$ cat config.mk
export PLATFORM = sky130hd
export DESIGN_NAME = timer
export DESIGN_NICKNAME = d
export VERILOG_FILES = /design/src/rtl/timer.sv
export SDC_FILE = /design/constraint.sdc
export NUM_CORES = 1
export LEC_CHECK = 0
export CORE_ASPECT_RATIO = 1.25
export CORE_MARGIN = 2
export CORE_UTILIZATION = 57
export CTS_CLUSTER_DIAMETER = 200
export CTS_CLUSTER_SIZE = 10
export DETAILED_ROUTE_END_ITERATION = 7
export MAX_ROUTING_LAYER = met4
export PLACE_DENSITY = 0.85
export SYNTH_ARGS = -nofsm -noshare
export SYNTH_HDL_FRONTEND = slang
export SYNTH_SLANG_ARGS = --single-unit
$ cat constraint.sdc
create_clock -name clk -period 9.1 [get_ports clk]
set_input_delay 2.275 -clock clk [delete_from_list [all_inputs] [get_ports clk]]
set_output_delay 2.275 -clock clk [all_outputs]
set_load 0.005 [all_outputs]
$ cat src/rtl/timer.sv
// 32-bit timer/counter with prescaler, compare match and sticky MATCH flag,
// exposed as an AXI4-Lite subordinate with a level interrupt (irq = MATCH & IE).
module timer #(
   parameter int WIDTH      = 32,
   parameter int ADDR_WIDTH = 5
) (
   input  logic                  clk,
   input  logic                  rst,
   input  logic [ADDR_WIDTH-1:0] awaddr,
   input  logic                  awvalid,
   output logic                  awready,
   input  logic [WIDTH-1:0]      wdata,
   input  logic [WIDTH/8-1:0]    wstrb,
   input  logic                  wvalid,
   output logic                  wready,
   output logic [1:0]            bresp,
   output logic                  bvalid,
   input  logic                  bready,
   input  logic [ADDR_WIDTH-1:0] araddr,
   input  logic                  arvalid,
   output logic                  arready,
   output logic [WIDTH-1:0]      rdata,
   output logic [1:0]            rresp,
   output logic                  rvalid,
   input  logic                  rready,
   output logic                  irq
);

   localparam int NSTRB = WIDTH / 8;
   localparam logic [1:0] RESP_OKAY   = 2'b00;
   localparam logic [1:0] RESP_SLVERR = 2'b10;

   function automatic logic [WIDTH-1:0] merge_bytes(input logic [WIDTH-1:0] old_v,
                                                    input logic [WIDTH-1:0] new_v,
                                                    input logic [NSTRB-1:0] strb);
      logic [WIDTH-1:0] res;
      res = old_v;
      for (int i = 0; i < NSTRB; i++)
         if (strb[i]) res[8*i +: 8] = new_v[8*i +: 8];
      return res;
   endfunction

   logic             en, oneshot, ie, match;
   logic [15:0]      prescale, pcnt;
   logic [WIDTH-1:0] compare, count;

   logic             aw_held, w_held;
   logic [2:0]       aw_idx_q;
   logic [WIDTH-1:0] w_data_q;
   logic [NSTRB-1:0] w_strb_q;

   logic             wr_go, wr_mapped, rd_mapped;
   logic             wr_ctrl, wr_prescale, wr_compare, wr_count, wr_status, w1c;
   logic             tick, hit;
   logic [2:0]       rd_idx;
   logic [WIDTH-1:0] ctrl_new, pre_new, cmp_new, cnt_new, rd_val;
   logic             unused_bits;

   assign awready = !aw_held && !bvalid;
   assign wready  = !w_held && !bvalid;
   assign arready = !rvalid;
   assign irq     = match & ie;

   // The write commits on the edge after both halves have been latched.
   assign wr_go       = aw_held && w_held;
   assign wr_mapped   = (aw_idx_q <= 3'd4);
   assign wr_ctrl     = wr_go && (aw_idx_q == 3'd0);
   assign wr_prescale = wr_go && (aw_idx_q == 3'd1);
   assign wr_compare  = wr_go && (aw_idx_q == 3'd2);
   assign wr_count    = wr_go && (aw_idx_q == 3'd3);
   assign wr_status   = wr_go && (aw_idx_q == 3'd4);
   assign w1c         = wr_status && w_strb_q[0] && w_data_q[0];

   assign ctrl_new = merge_bytes({{(WIDTH-3){1'b0}}, ie, oneshot, en}, w_data_q, w_strb_q);
   assign pre_new  = merge_bytes({{(WIDTH-16){1'b0}}, prescale}, w_data_q, w_strb_q);
   assign cmp_new  = merge_bytes(compare, w_data_q, w_strb_q);
   assign cnt_new  = merge_bytes(count, w_data_q, w_strb_q);

   assign tick = en && (pcnt == prescale);
   assign hit  = tick && (count == compare);

   assign rd_idx    = araddr[4:2];
   assign rd_mapped = (rd_idx <= 3'd4);

   assign unused_bits = ^{awaddr[1:0], araddr[1:0], ctrl_new[WIDTH-1:3], pre_new[WIDTH-1:16]};

   always_comb begin
      rd_val = '0;
      case (rd_idx)
         3'd0:    rd_val[2:0]  = {ie, oneshot, en};
         3'd1:    rd_val[15:0] = prescale;
         3'd2:    rd_val       = compare;
         3'd3:    rd_val       = count;
         3'd4:    rd_val[0]    = match;
         default: rd_val       = '0;
      endcase
   end

   // Timer core: software writes override the same-edge hardware update,
   // except a hardware MATCH set beats a W1C.
   always_ff @(posedge clk or posedge rst) begin
      if (rst) begin
         en       <= 1'b0;
         oneshot  <= 1'b0;
         ie       <= 1'b0;
         match    <= 1'b0;
         prescale <= '0;
         pcnt     <= '0;
         compare  <= '1;
         count    <= '0;
      end else begin
         if (!en || wr_prescale || tick) pcnt <= '0;
         else                            pcnt <= pcnt + 16'd1;

         if (wr_ctrl) begin
            en      <= ctrl_new[0];
            oneshot <= ctrl_new[1];
            ie      <= ctrl_new[2];
         end else if (hit && oneshot) begin
            en <= 1'b0;
         end

         if (wr_prescale) prescale <= pre_new[15:0];
         if (wr_compare)  compare  <= cmp_new;

         if (wr_count)  count <= cnt_new;
         else if (hit)  count <= '0;
         else if (tick) count <= count + 1'b1;

         if (hit)      match <= 1'b1;
         else if (w1c) match <= 1'b0;
      end
   end

   // AXI channel state
   always_ff @(posedge clk or posedge rst) begin
      if (rst) begin
         aw_held  <= 1'b0;
         w_held   <= 1'b0;
         aw_idx_q <= '0;
         w_data_q <= '0;
         w_strb_q <= '0;
         bvalid   <= 1'b0;
         bresp    <= RESP_OKAY;
         rvalid   <= 1'b0;
         rdata    <= '0;
         rresp    <= RESP_OKAY;
      end else begin
         if (awvalid && awready) begin
            aw_held  <= 1'b1;
            aw_idx_q <= awaddr[4:2];
         end
         if (wvalid && wready) begin
            w_held   <= 1'b1;
            w_data_q <= wdata;
            w_strb_q <= wstrb;
         end
         if (wr_go) begin
            aw_held <= 1'b0;
            w_held  <= 1'b0;
            bvalid  <= 1'b1;
            bresp   <= wr_mapped ? RESP_OKAY : RESP_SLVERR;
         end else if (bvalid && bready) begin
            bvalid <= 1'b0;
         end

         if (arvalid && arready) begin
            rvalid <= 1'b1;
            rdata  <= rd_val;
            rresp  <= rd_mapped ? RESP_OKAY : RESP_SLVERR;
         end else if (rvalid && rready) begin
            rvalid <= 1'b0;
         end
      end
   end

endmodule

Yosys cells after proc, flatten, opt, wreduce, memory -nomap -nowiden. Cells that the tools add are included.

Register bits: 179. Bits in latches: 0. Bits in writable memories: 0. Bits in read-only memories: 0. Bits of input ports: 53. Logic and storage cells: 118. Memories kept: 0.

Add/sub/neg operators: 2. Multiply operators: 0. Div/mod/pow operators: 0. Magnitude comparators: 2. Equal/unequal tests: 15. Shift operators: 0. Mux-type cells: 27. Bitwise logic cells: 1. Reduce and logical (&&, ||, !) cells: 46.

Operator list (number): two-way mux 32 bit (3); one-hot mux 13 bit (3 select lines) (1); adder 32 x 1 -> 32 bit (second input constant) (1); equality test 32 bit (1); two-way mux 8 bit (4); one-hot mux 16 bit (2 select lines) (1); AND reduction 2 bit (12); logical AND 1 bit (18); adder 16 x 1 -> 16 bit (second input constant) (1); equality test 16 bit (1); two-way mux 16 bit (1); two-way mux 1 bit (13); equality test 3 x 2 -> 1 bit (second input constant) (4); nonzero test 2 bit (6); inequality test 2 bit (second input constant) (5); one-hot mux 2 bit (4 select lines) (1); equality test 3 x 1 -> 1 bit (second input constant) (2); equality test 3 bit (second input constant) (2); <= comparator 3 bit (second input constant) (2); zero test 3 bit (2); zero test 1 bit (5); one-hot mux 1 bit (5 select lines) (1); two-way mux 2 bit (2); nonzero test 3 bit (1); other kinds (2) (3).

Longest topological paths before layout. Gate-level depths: netlist of run 1.

Word-level depth: 6. Gate-level depth with buffers: 9.

Worst setup path before layout of run 1. No wires, ideal clock.

Path kind: input port to flip-flop. From: in araddr[3]. To: reg rdata[16]. Library setup time: 0.083 ns. Arrival: 3.632 ns. Required time: 9.017 ns. Path slack: 5.385 ns. Stages: 5. Path buffers: 2. Cells stage by stage: buf_1 -> nor3b_1 -> clkbuf_1 -> a22oi_1 -> o21ai_0.

Longest elaborated chain between the ends: 2. Elaborated cells on any way between the ends: 3. Classes of those cells: 2 x eq/ne; 1 x mux.

RTL lines: from (decl) (RTL line 19) `input logic [ADDR_WIDTH-1:0] araddr,`; equality test 3 x 2 -> 1 bit (RTL line 89) `case (rd_idx)`; one-hot mux 16 bit (2 select lines) (*) (RTL line 89); to (signal assigned) (RTL line 169) `rdata <= rd_val;`; to (decl) (RTL line 22) `output logic [WIDTH-1:0] rdata,`.

Every way passes the cells marked *; elsewhere a longest branch is shown, timed or not. A chain may end at the register's enable or synchronous reset.

Worst setup path after layout of run 1.
From: in araddr[3]. To: reg rdata[9].

Longest elaborated chain between the ends: 2. Elaborated cells on any way between the ends: 4. Classes of those cells: 3 x eq/ne; 1 x mux.

RTL lines (RTL line): equality test 3 x 2 -> 1 bit or equality test 3 x 1 -> 1 bit (tied branches) (89); one-hot mux 13 bit (3 select lines) (*) (89).

Marked as above.

==> flow_summary_export.csv, run 1 <==
group,metric,value,unit
clock_tree,cts_root_buf,"clkbuf_16",
logic_synthesis,syn_area,9190,um2
finish,seqCellArea,4470,um2
sta,slew_viol_final,0,
power,power_density,286,nW/um2
floorplanning,die_w,118,um
floorplanning,start_util,58.5,%
finish,nNetsFinal,957,
routing,dr_total_vias,6977,
sta,hold_viol_final,0,
clock_tree,clk_path_buf_depth,2,
floorplanning,rows,51,
routing,drc,0,
worst_setup_path,critPathCaptureType,"register",
global_routing,grt_use_total,27.0,%
worst_setup_path,worstReg2RegEnd,"count[25]$_DFFE_PP0P_",
clock_tree,cts_resized,0,
floorplanning,coreArea,15700,um2
sta,period_share,44.3,%
placement,dp_hpwl,14.4,mm
routing,viasPerCell,6.19,
worst_setup_path,crit_end,"rdata[9]$_DFFE_PP0P_",
sta,clock_skew,8.78,ps
floorplanning,io_pins,95,
logic_synthesis,ys_types,60,
logic_synthesis,synth_compound_area_share,10.5,%
finish,area_delta_synth_final,15.7,%
logic_synthesis,muxShareOfSynthArea,13.0,%
worst_setup_path,cp-startpoint,"araddr[3]",
logic_synthesis,syn_inst,851,
logic_synthesis,seq_area_frac_synth,48.7,%
floorplanning,die_area,17200,um2
sta,hold_ws,477,ps
routing,routed_wl,21.5,mm
logic_synthesis,synth_adder_area_share,0.272,%
logic_synthesis,synthArstFlopShare,100,%
sta,fmax,248,MHz
logic_synthesis,synth_xor_area_share,5.91,%
logic_synthesis,ys.flop_type,"dfrtp_1",
clock_tree,cts_made_buffers,17,
clock_tree,cts_tree,"done",
logic_synthesis,ys_ff_latch,177,
worst_setup_path,critPathMaxFanout,22,
sta,layout_min_cycle_time,4030,ps
clock_tree,post_cts_buffers,0,
logic_synthesis,synth_area_per_cell,10.8,um2
power,power,3.04,mW
min_path,whs_path_depth,2,
placement,place_area,9990,um2
worst_setup_path,critPathRequiredTime,9450,ps
finish,drive_above_1_share,21.1,%
placement,gp_congestion,0.903,
clock_tree,cts_hold_buf,0,
placement,io_buffers,88,
sta,setup_viol,0,
logic_synthesis,synth_edf_count,0,
clock_tree,path_clk_slew,70,ps
sta,rsz0062_at_grt,"no",
finish,n_antenna_cell,0,
clock_tree,cts.sinks,177,
worst_setup_path,ff2ff_path_depth,6,
sta,tightest_slew,1000,ps
worst_setup_path,worstSetupPathType,"in -> reg",
worst_setup_path,r2r_slack,6200,ps
outcome,status,"complete, no violations",
global_routing,overflow,0,
job,drv_cap,0,
logic_synthesis,synthSimpleGateAreaFrac,16.7,%
worst_setup_path,critPathArrivalTime,4380,ps
finish,final_area,10600,um2
global_routing,grt_max_degree,108,
sta,finalSetupTns,0,ps
routing,dr.pass1.iters,6,
power,cellLeakagePower,4.40,nW
power,vdd_drop_max,158,uV
sta,slew_headroom,33.1,%
routing,ant_nets,0,
finish,fillCellCount,1191,
logic_synthesis,synth_top_family_by_area,"simple AND/OR/NAND/NOR gates",
logic_synthesis,ys_warn_count,0,
worst_setup_path,r2r_start,"prescale[14]$_DFFE_PP0P_",
routing,wire_per_inst,19.1,um
worst_setup_path,cp-start-kind,"input port",
routing,drt_iter0_drc,454,
global_routing,antenna_found_initial,0,
finish,multiInputGateArea,4260,um2
global_routing,grt_pass1_vias,7017,
global_routing,grt_pass1_wl,36.1,mm
clock_tree,clk_latency,430,ps
floorplanning,die_y,146,um
clock_tree,h-tree-depth,4,
min_path,min_path_type,"reg -> reg",
flip-flops by register name, summed over array words and instances (netlist names), 3 cells and up:
| register | flops |
|---|---|
| aw_idx_q | 3 |
| compare | 32 |
| count | 32 |
| pcnt | 16 |
| prescale | 16 |
| rdata | 32 |
| w_data_q | 32 |
| w_strb_q | 4 |
cell families (layout without fill, tap and decap cells):
family | after synthesis | after routing
flip-flops | 177 | 177
AO/OA/AOI/OAI | 150 | 150
multiplexers | 104 | 104
AND/OR/NAND/NOR | 278 | 278
adder cells (fa/ha/maj) | 2 | 2
buffers and inverters | 77 | 140
other | 1 | 2
XOR/XNOR | 62 | 62
worst min path at each step:
stage | slack, ps | startpoint | to
2_1_floorplan | 470 | rdata[0]$_DFFE_PP0P_ | rdata[0]$_DFFE_PP0P_
3_3_place_gp | 460 | rdata[20]$_DFFE_PP0P_ | rdata[20]$_DFFE_PP0P_
3_5_place_dp | 470 | rdata[29]$_DFFE_PP0P_ | rdata[29]$_DFFE_PP0P_
4_1_cts | 490 | rdata[29]$_DFFE_PP0P_ | rdata[29]$_DFFE_PP0P_
5_1_grt | 510 | rdata[21]$_DFFE_PP0P_ | rdata[21]$_DFFE_PP0P_
6_report | 480 | rdata[28]$_DFFE_PP0P_ | rdata[28]$_DFFE_PP0P_
metal layers:
metal / up-vias / global-route usage [%] / part of all wire (%)
met3: 52 / 4.51 / 5.7
li1: 3184 / - / -
met5: - / - / 0
met4: 0 / 10.3 / 2.8
met1: 3449 / 33.4 / 41
met2: 292 / 44.8 / 51
placed cells by master (no fill, tap or decap), types with 15 or more instances in the layout:
cell and count:
a21oi_1 31, a22oi_1 29, and3_1 36, clkbuf_16 17
clkdlybuf4s50_1 88, dfrtp_1 145, dfstp_2 32, mux2_2 100
nand2_1 63, nand3_1 15, nand4_1 51, nor2_1 39
o211ai_1 24, o21ai_0 42, or3_1 21, xnor2_1 53
critical path, stage by stage:
cell             delay [ps]
clkdlybuf4s50_1         450
buf_4                   280
nor2b_1                 840
a22oi_1                 280
o21ai_0                 230
cell usage after synthesis (all sizes together) (2+ instances only):
library cell | number | area (um2)
nor2 | 40 | 153
o21ai | 42 | 210
or3 | 21 | 131
a31oi | 4 | 25.0
and3 | 37 | 233
inv | 12 | 45.0
a22o | 4 | 35.0
o211ai | 25 | 193
dfrtp | 145 | 3630
clkbuf | 48 | 297
o311ai | 4 | 35.0
dfstp | 32 | 841
nand3 | 17 | 110
xor2 | 9 | 78.8
ha | 2 | 25.0
or2 | 3 | 18.8
nor3 | 8 | 51.3
mux4 | 2 | 45.0
nand4 | 52 | 332
nand2 | 66 | 258
nor4 | 7 | 50.1
nor2b | 2 | 12.5
buf | 17 | 119
xnor2 | 53 | 464
mux2i | 2 | 20.0
and3b | 3 | 26.3
a21o | 2 | 15.0
o22ai | 2 | 12.5
a21oi | 33 | 173
nand3b | 3 | 22.5
a22oi | 29 | 218
mux2 | 100 | 1130
and2 | 15 | 93.8
cell type report:
type                            count  area share, %
Multi-Input combinational cell    598           40.1
Clock inverter                     12           1.70
Clock buffer                       20           4.30
Tap cell                          212           2.50
Sequential cell                   177           42.1
Inverter                           12          0.471
Timing Repair Buffer               96           8.85
power breakdown:
part,internal [mW],leakage (nW),switching [mW],total (mW)
sequential,1.08,2.08,0.289,1.36
clock,0.476,0.307,0.308,0.784
combinational,0.475,2.01,0.417,0.892
total,2.03,4.40,1.01,3.04
metrics by stage:
step	util [%]	setup slack [ps]	instances
global route	67.7	4960	1127
CTS	67.7	5130	1127
floorplan	-	2080	852
detailed placement	63.6	4680	1095
finish	67.7	5070	1127
global placement	63.6	4690	1095
No activity file was read; power rests on OpenSTA's default activity.
==> run 2, diff against run 1 <==
clock period = 4.02 ns   (was 9.1 ns; I/O delays follow)
==> flow_summary_export.csv, run 2 (synthesized netlist as in run 1, its figures left out) <==
group,metric,value,unit
outcome,status,"complete, no violations",
worst_setup_path,worstReg2RegEnd,"count[2]$_DFFE_PP0P_",
floorplanning,die_y,146,um
routing,wire_per_inst,19.7,um
worst_setup_path,cp-startpoint,"count[12]$_DFFE_PP0P_",
placement,gp_congestion,0.906,
sta,slew_viol_final,0,
worst_setup_path,r2r_start,"count[12]$_DFFE_PP0P_",
sta,setup_viol,0,
sta,layout_min_cycle_time,3080,ps
clock_tree,cts_root_buf,"clkbuf_16",
worst_setup_path,critPathRequiredTime,4280,ps
sta,rsz0062_at_grt,"no",
clock_tree,clk_latency,440,ps
power,power_density,655,nW/um2
sta,hold_viol_final,0,
routing,dr.pass1.iters,5,
placement,io_buffers,88,
clock_tree,cts_made_buffers,17,
finish,mostFrequentLayoutCells,"dfrtp_1 (145), mux2_2 (100), clkdlybuf4s50_1 (88)",
floorplanning,coreArea,15700,um2
global_routing,grt_pass1_vias,7071,
finish,final_common_cell,"dfrtp_1",
sta,finalSetupTns,0,ps
floorplanning,io_pins,95,
routing,dr_total_vias,7018,
finish,fillCellCount,1177,
finish,drive_above_1_share,21.5,%
worst_setup_path,crit_end,"count[2]$_DFFE_PP0P_",
job,drv_cap,0,
power,vdd_drop_max,401,uV
global_routing,overflow,0,
global_routing,grt_use_total,27.9,%
clock_tree,cts_tree,"done",
global_routing,grt_pass1_wl,36.9,mm
floorplanning,start_util,58.5,%
clock_tree,clk_path_buf_depth,2,
finish,final_util,68.3,%
power,cellLeakagePower,4.45,nW
worst_setup_path,ff2ff_path_depth,7,
worst_setup_path,critPathArrivalTime,3340,ps
worst_setup_path,critPathMaxFanout,37,
worst_setup_path,r2r_slack,940,ps
finish,final_area,10700,um2
sta,slew_headroom,34.5,%
power,power,7.02,mW
floorplanning,die_area,17200,um2
min_path,min_path_type,"reg -> reg",
finish,nNetsFinal,961,
clock_tree,post_cts_buffers,0,
routing,routed_wl,22.3,mm
clock_tree,cts_resized,0,
clock_tree,cts.sinks,177,
routing,ant_nets,0,
worst_setup_path,critPathCaptureType,"register",
sta,period_share,76.7,%
placement,dp_hpwl,15.2,mm
worst_setup_path,cp-start-kind,"register",
routing,drc,0,
finish,area_delta_synth_final,16.7,%
floorplanning,die_w,118,um
routing,drt_iter0_drc,589,
clock_tree,cts_hold_buf,0,
placement,place_area,10000,um2
global_routing,antenna_found_initial,0,
global_routing,grt_max_degree,108,
sta,clock_skew,8.05,ps
routing,viasPerCell,6.21,
worst_setup_path,worstSetupPathType,"reg -> reg",
finish,n_antenna_cell,0,
clock_tree,h-tree-depth,4,
sta,tightest_slew,980,ps
floorplanning,rows,51,
sta,fmax,324,MHz
clock_tree,path_clk_slew,60,ps
-- run 2: worst max-delay path, stage by stage, from the launching register on --
cell and delay (ps):
dfrtp_1 470, xnor2_1 400, nand4_1 160, nor4_1 580, nand4_1 170, buf_4 310
nand2_2 520, o311ai_0 270
-- run 2: report_power, final --
part           total [mW]  switching [mW]  internal [mW]
clock network        1.88           0.703           1.18
logic                2.03           0.951           1.08
registers            3.10           0.662           2.43
-- run 2: area by class of cell --
class | count | area [um2] | share of cell area [%]
clock buffers | 18 | 439 | 4.10
repair buffers | 100 | 996 | 9.29
well taps | 212 | 265 | 2.48
multi-input cells | 598 | 4260 | 39.8
flip-flops and latches | 177 | 4470 | 41.7
inverters | 12 | 48.8 | 0.455
clock inverters | 14 | 234 | 2.18
-- run 2: routing by layer --
layer	vias up	GRT usage (%)	routed length, um
met5	-	-	0
met4	0	12.4	763
met3	66	5.02	1200
met2	260	46.4	11500
met1	3508	33.2	8860
li1	3184	-	-
-- run 2: worst min-delay path by stage --
stage                                      from                    end  slack [ps]  depth (start not counted)
final                     rdata[20]$_DFFE_PP0P_  rdata[20]$_DFFE_PP0P_         480                          2
after global routing      rdata[17]$_DFFE_PP0P_  rdata[17]$_DFFE_PP0P_         510                          2
after CTS                 rdata[20]$_DFFE_PP0P_  rdata[20]$_DFFE_PP0P_         480                          2
after detailed placement  rdata[20]$_DFFE_PP0P_  rdata[20]$_DFFE_PP0P_         470                          2
after global placement    rdata[14]$_DFFE_PP0P_  rdata[14]$_DFFE_PP0P_         460                          2
after floorplan            rdata[0]$_DFFE_PP0P_   rdata[0]$_DFFE_PP0P_         470                          2
-- run 2: per-stage QoR --
| stage | worst slack [ps] | hold WS (ps) | cells |
|---|---|---|---|
| 2_1_floorplan | 775 | 473 | 852 |
| 3_3_place_gp | 1140 | 463 | 1099 |
| 3_5_place_dp | 1090 | 469 | 1099 |
| 4_1_cts | 1010 | 483 | 1131 |
| 5_1_grt | 794 | 508 | 1131 |
| 6_report | 937 | 475 | 1131 |
